### config.mk
export PLATFORM = sky130hd
export DESIGN_NAME = neuron_mac
export DESIGN_NICKNAME = d
export VERILOG_FILES = /design/src/rtl/neuron_mac.sv
export SDC_FILE = /design/constraint.sdc
export NUM_CORES = 1
export LEC_CHECK = 0
export ABC_AREA = 1
export CAP_MARGIN = 20
export CORE_ASPECT_RATIO = 0.5
export CORE_MARGIN = 2
export CORE_UTILIZATION = 40
export DETAILED_ROUTE_END_ITERATION = 10
export PLACE_DENSITY = 0.59
export REMOVE_ABC_BUFFERS = 1
export SLEW_MARGIN = 40
export SYNTH_ARGS = -nofsm -noshare
export SYNTH_HDL_FRONTEND = slang
export SYNTH_SLANG_ARGS = --single-unit
### constraint.sdc
create_clock -name clk -period 6.4 [get_ports clk]
set_input_delay 0.64 -clock clk [delete_from_list [all_inputs] [get_ports clk]]
set_output_delay 0.64 -clock clk [all_outputs]
set_load 0.01 [all_outputs]
### src/rtl/neuron_mac.sv
// Neuron multiply-accumulate: bias + sum(x*w) in Q6.9, handed to the sigmoid stage.
// Define NEURON_MAC_SAT_EN to clamp the result instead of wrapping it.
module neuron_mac #(
  parameter int N_INPUTS = 16,
  parameter int ACC_W    = 40
) (
  input  logic        clk,
  input  logic        rst_n,
  input  logic        in_clear,
  input  logic        in_valid,
  output logic        in_ready,
  input  logic [15:0] in_x,
  input  logic [15:0] in_w,
  input  logic [15:0] in_bias,
  output logic        out_valid,
  input  logic        out_ready,
  output logic [15:0] out_z,
  output logic        out_sat
);

  localparam int CW = $clog2(N_INPUTS + 1);

  typedef enum logic [1:0] {
    IDLE,
    ACC,
    OUT
  } state_t;

  state_t r_state, w_state_nxt;

  logic signed [ACC_W-1:0] r_acc, w_acc_nxt;
  logic [CW-1:0]           r_cnt, w_cnt_nxt;
  logic [15:0]             r_z, w_z_nxt;
  logic                    r_sat, w_sat_nxt;

  logic signed [31:0]      w_xs, w_ws, w_prod;
  logic signed [ACC_W-1:0] w_prod_x, w_bias_x;
  logic signed [ACC_W-1:0] w_base, w_sum, w_shift;
  logic [15:0]             w_zc;
  logic                    w_satc;
  logic                    w_beat, w_last;

  assign w_xs     = {{16{in_x[15]}}, in_x};
  assign w_ws     = {{16{in_w[15]}}, in_w};
  assign w_prod   = w_xs * w_ws;
  assign w_prod_x = ACC_W'(w_prod);
  assign w_bias_x = ACC_W'($signed(in_bias)) <<< 9;

  // The first beat seeds the sum with the bias instead of the stale acc.
  assign w_base  = (r_state == IDLE) ? w_bias_x : r_acc;
  assign w_sum   = w_base + w_prod_x;
  assign w_shift = w_sum >>> 9;

  assign in_ready  = (r_state != OUT);
  assign out_valid = (r_state == OUT);
  assign out_z     = r_z;
  assign out_sat   = r_sat;

  assign w_beat = in_valid && in_ready;
  assign w_last = (r_state == IDLE) ? (N_INPUTS == 1)
                                    : (r_cnt == CW'(N_INPUTS - 1));

`ifdef NEURON_MAC_SAT_EN
  logic w_ovf;
  assign w_ovf  = !((&w_shift[ACC_W-1:15]) || !(|w_shift[ACC_W-1:15]));
  assign w_zc   = w_ovf ? (w_shift[ACC_W-1] ? 16'h8000 : 16'h7FFF)
                        : w_shift[15:0];
  assign w_satc = w_ovf;
`else
  logic w_unused;
  assign w_unused = ^w_shift[ACC_W-1:16];
  assign w_zc     = w_shift[15:0];
  assign w_satc   = 1'b0;
`endif

  always_comb begin
    w_state_nxt = r_state;
    w_acc_nxt   = r_acc;
    w_cnt_nxt   = r_cnt;
    w_z_nxt     = r_z;
    w_sat_nxt   = r_sat;
    if (in_clear) begin
      w_state_nxt = IDLE;
      w_acc_nxt   = '0;
      w_cnt_nxt   = '0;
    end else begin
      unique case (r_state)
        IDLE, ACC: begin
          if (w_beat) begin
            if (w_last) begin
              w_state_nxt = OUT;
              w_z_nxt     = w_zc;
              w_sat_nxt   = w_satc;
              w_acc_nxt   = '0;
              w_cnt_nxt   = '0;
            end else begin
              w_state_nxt = ACC;
              w_acc_nxt   = w_sum;
              w_cnt_nxt   = r_cnt + 1'b1;
            end
          end
        end
        OUT: begin
          if (out_ready) w_state_nxt = IDLE;
        end
        default: w_state_nxt = IDLE;
      endcase
    end
  end

  always_ff @(posedge clk or negedge rst_n) begin
    if (!rst_n) begin
      r_state <= IDLE;
      r_acc   <= '0;
      r_cnt   <= '0;
      r_z     <= '0;
      r_sat   <= 1'b0;
    end else begin
      r_state <= w_state_nxt;
      r_acc   <= w_acc_nxt;
      r_cnt   <= w_cnt_nxt;
      r_z     <= w_z_nxt;
      r_sat   <= w_sat_nxt;
    end
  end

endmodule
Word level (Yosys, flattened, before mapping)

Cells that the tools add are included.

Register bits: 63
Bits of input ports: 53
Output and inout port bits: 19
Word-level logic and storage cells: 37

Add/sub/neg operators: 2
Multiply operators: 1
Equality and inequality tests: 6
Multiplexer cells: 15
Bitwise gates (word level): 1
Reduce and logical (&&, ||, !) cells: 8

Operators with widths:

| operator                                                                | number |
|---|---|
| 40-bit two-way mux                                                      | 5 |
| 40-bit by 32-bit adder with 40-bit output                               | 1 |
| 16-bit by 16-bit multiplier with 32-bit output                          | 1 |
| 5-bit two-way mux                                                       | 4 |
| 2-bit two-way mux                                                       | 4 |
| 5-bit by 1-bit adder with 5-bit output, second input constant           | 1 |
| 5-bit by 4-bit == test with 1-bit output, second input constant         | 1 |
| 2-bit case mux with 2 select lines                                      | 1 |
| 2-bit AND reduction                                                     | 2 |
| 4-bit AND reduction                                                     | 1 |
| 2-bit nonzero test                                                      | 2 |
| 3-bit by 2-bit inequality test with 1-bit output, second input constant | 1 |
| 3-bit inequality test, second input constant                            | 1 |
| 2-bit by 1-bit == test with 1-bit output, second input constant         | 1 |
| 2-bit == test, second input constant                                    | 1 |
| 2-bit zero test                                                         | 1 |
| 2-bit inequality test, second input constant                            | 1 |
| 2-bit OR reduction                                                      | 1 |
| 1-bit logical AND                                                       | 1 |
| 1-bit two-way mux                                                       | 1 |
| 1-bit NOT                                                               | 1 |

Longest topological paths before layout

Depth after elaboration: 7
Mapped depth: 28
Depth with buffers taken out: 26

Worst setup path before layout

No wires, ideal clock.

Path type: in2reg
From: input port in_w[5]
To: register r_acc[23]
Library setup time: 131 ps
Data arrival time: 5648 ps
Data required time: 6269 ps
Path slack: 621 ps
Stages: 20
Path buffers: 2
Cells stage by stage: clkbuf_1 clkbuf_1 nand2_1 inv_1 fa_1 fa_1 inv_1 fa_1 fa_1 fa_1 fa_1 inv_1 ha_1 nand2_1 nor4_1 o21ai_0 nand3_1 nand2_1 nand3_1 o21ai_0

Longest elaborated chain between the ends: 6

RTL lines:

| item                                           | RTL line | RTL |
|---|---|---|
| from (decl)                                    | 13       | `input logic [15:0] in_w,` |
| 16-bit by 16-bit multiplier with 32-bit output | 45       | `assign w_prod = w_xs * w_ws;` |
| 40-bit by 32-bit adder with 40-bit output      | 51       | `assign w_sum = w_base + w_prod_x;` |
| 40-bit two-way mux                             | 90       | `if (w_last) begin` |
| 40-bit two-way mux                             | 89       | `if (w_beat) begin` |
| 40-bit two-way mux                             | 87       | `unique case (r_state)` |
| 40-bit two-way mux                             | 82       | `if (in_clear) begin` |
| to (signal assigned)                           | 120      | `r_acc <= w_acc_nxt;` |
| to (decl)                                      | 31       | `logic signed [ACC_W-1:0] r_acc, w_acc_nxt;` |

No other way between the ends. The select of a mux whose other input is x is not followed.
A chain may end at the register's enable or synchronous reset.

Worst setup path after layout

From: input port in_w[10]
To: register r_acc[21]

The elaborated chain is that of the path after synthesis.

==> impl_metrics.tcl <==
set metrics [dict create \
    wl_per_cell_um 15.4 \
    hold_ws_ps 374 \
    yosysMostFrequentCell "inv_1" \
    clkTransAtPathRegs_ps 80 \
    synth_top_area_frac 0.387 \
    ioPinCount 72 \
    via_per_inst 4.71 \
    num_antenna_cells 0 \
    die_area_um2 30000 \
    ys_ff_latch 48 \
    final_area_um2 13300 \
    min_path_type "primary input to async pin" \
    rsz0062_at_grt "true" \
    cts_buffers 5 \
    relSlewSlack 0.517 \
    worst_pin_slew_ps 724 \
    core_area_um2 27900 \
    vias 9270 \
    start_util 0.410 \
    cp-end-kind "flip-flop" \
    antenna_left 0 \
    h-tree-depth 2 \
    drive_above_1_share 0.0732 \
    firstDrtPassIters 5 \
    cts_tree "done" \
    synthCells 1496 \
    hold_buffers 0 \
    cts_max_path_buffers 2 \
    async_reset_ff_frac 1.00 \
    synth_area_leader_cell "fa_1" \
    fp.dieH_um 124 \
    wirelength_mm 30.2 \
    cp_data_arrival_time_ps 6410 \
    grt-ovfl-total 0 \
    grtUsageTotal 0.214 \
    finish.utilization 0.477 \
    worstSkewPairLatency_ps 300 \
    maxCapViolCount 0 \
    io_buffers 70 \
    synth_area_um2 11400 \
    min_period_over_period 0.976 \
    drt_iter0_markers 632 \
    synth-main-ff-cell "dfrtp_1" \
    place_area_um2 13100 \
    synth_area_leaders "fa_1 39%, inv_1 15%, nand2_1 13%, dfrtp_1 11%, ha_1 9.2%" \
    grt_pass1_wl_mm 50.6 \
    critPathMaxFanout 7 \
    synthToLayoutAreaGrowth_pct 16.4 \
    cp-start-kind "primary input" \
    root_buffer "clkbuf_16" \
    synth-edff-count 0 \
    cp.required_ps 6560 \
    finalCriticalPeriod_ps 6250 \
    finClkSkew_ps 11.6 \
    rows 43 \
    ys_seq_area_frac 0.105 \
    antenna_found_initial 0 \
    status "completed" \
    slew_violations 0 \
    finish.net_count 1942 \
    report.final.setup_viol 0 \
    cts.sink_count 48 \
    gp_congestion 0.878 \
    fill_cells 2763 \
    synth_commonest_cells "444 x inv_1, 400 x nand2_1, 221 x fa_1, 84 x ha_1, 54 x nand3_1" \
    critPathKind "primary input to flip-flop" \
    worst-r2r-setup-slack_ps 800 \
    hold_viol 0 \
    die_w_um 243 \
    setup_slack_ps 153 \
    grt_max_degree 49 \
    ys_types 41 \
    syn_avg_cell_area_um2 7.64 \
    grt_pass1_vias 9803 \
    place_hpwl_mm 26.6 \
    place_worst_setup_slack_ps -241 \
    drc 0 \
    yosysWarnings 0 \
    max_freq_mhz 160 \
]
## critical path, cell delays in order
cell and delay, ps:
clkdlybuf4s50_1 540, buf_4 230, nand2_1 60, inv_1 50
fa_1 530, inv_1 60, fa_1 540, inv_1 60
fa_1 530, fa_1 460, fa_1 530, inv_1 60
fa_1 490, inv_1 50, ha_1 350, nand2_1 160
o21ai_0 200, a211oi_1 430, nand4_1 230, nand3_1 140
o21ai_0 80
## cell type report
class | count | area, µm² | area share
Clock buffer | 5 | 125 | 0.00940
Sequential cell | 48 | 1200 | 0.0903
Clock inverter | 3 | 68.8 | 0.00517
Inverter | 446 | 1670 | 0.126
Timing Repair Buffer | 139 | 1420 | 0.106
Tap cell | 382 | 478 | 0.0359
Multi-Input combinational cell | 944 | 8340 | 0.627
## through the flow
| step | instances | TNS, ps |
|---|---|---|
| 6_report | 1967 | 0 |
| 5_1_grt | 1967 | -13.9 |
| 4_1_cts | 1966 | 0 |
| 3_5_place_dp | 1958 | -1110 |
| 3_3_place_gp | 1958 | -899 |
| 2_1_floorplan | 1438 | 0 |
## flip-flops by register name (all words and copies together) (netlist names)
register / count
out_z: 16
r_state: 2
r_cnt: 5
r_acc: 25
## per-layer routing
layer | routed length (µm) | vias to the layer above | track usage
li1 | - | 4455 | -
met1 | 13900 | 4602 | 0.292
met2 | 14200 | 199 | 0.369
met3 | 2000 | 14 | 0.0419
met4 | 154 | 0 | 0.0173
met5 | 0 | - | 0
## cells by family after synthesis
family	after synthesis	share of synthesized area
simple gates	536	0.193
flops	48	0.105
xor+xnor	12	0.00920
buf+inv	504	0.169
fa+ha+maj	305	0.479
other cells	1	0.000328
compound gates	90	0.0446
## final timing paths
kind | startpoint | end | cells past startpoint
max in group asynchronous | rst_n | r_acc[0] | 1
hold reg to reg | r_acc[24] | r_acc[24] | 2
setup / recovery | in_w[10] | r_acc[21] | 21
setup reg to reg | r_state[0] | r_acc[21] | 17
min in group clk | r_acc[24] | r_acc[24] | 2
hold / removal | rst_n | r_acc[21] | 1
## timing repair
item,CTS,global route
setup endpoints to repair,0,11
gates resized for setup,0,19
endpoints found under the hold margin,0,0
buffers inserted,0,1
## cell usage in the layout (no fill, tap or decap), types with 6 or more instances in the layout
| cell type | count |
|---|---|
| a21oi_1 | 23 |
| or2_2 | 6 |
| buf_4 | 55 |
| buf_12 | 15 |
| nand4_1 | 7 |
| o22ai_1 | 7 |
| o21ai_0 | 36 |
| inv_1 | 441 |
| ha_1 | 83 |
| dfrtp_1 | 48 |
| nor2_1 | 40 |
| clkdlybuf4s50_1 | 64 |
| fa_1 | 220 |
| nand3_1 | 53 |
| or2_1 | 6 |
| xnor2_1 | 8 |
| nand2_1 | 398 |
| nand2_2 | 8 |
Power is left out: the tool's default activity adds up to more than one toggle a clock period on the data nets, which glitch-free logic cannot reach.
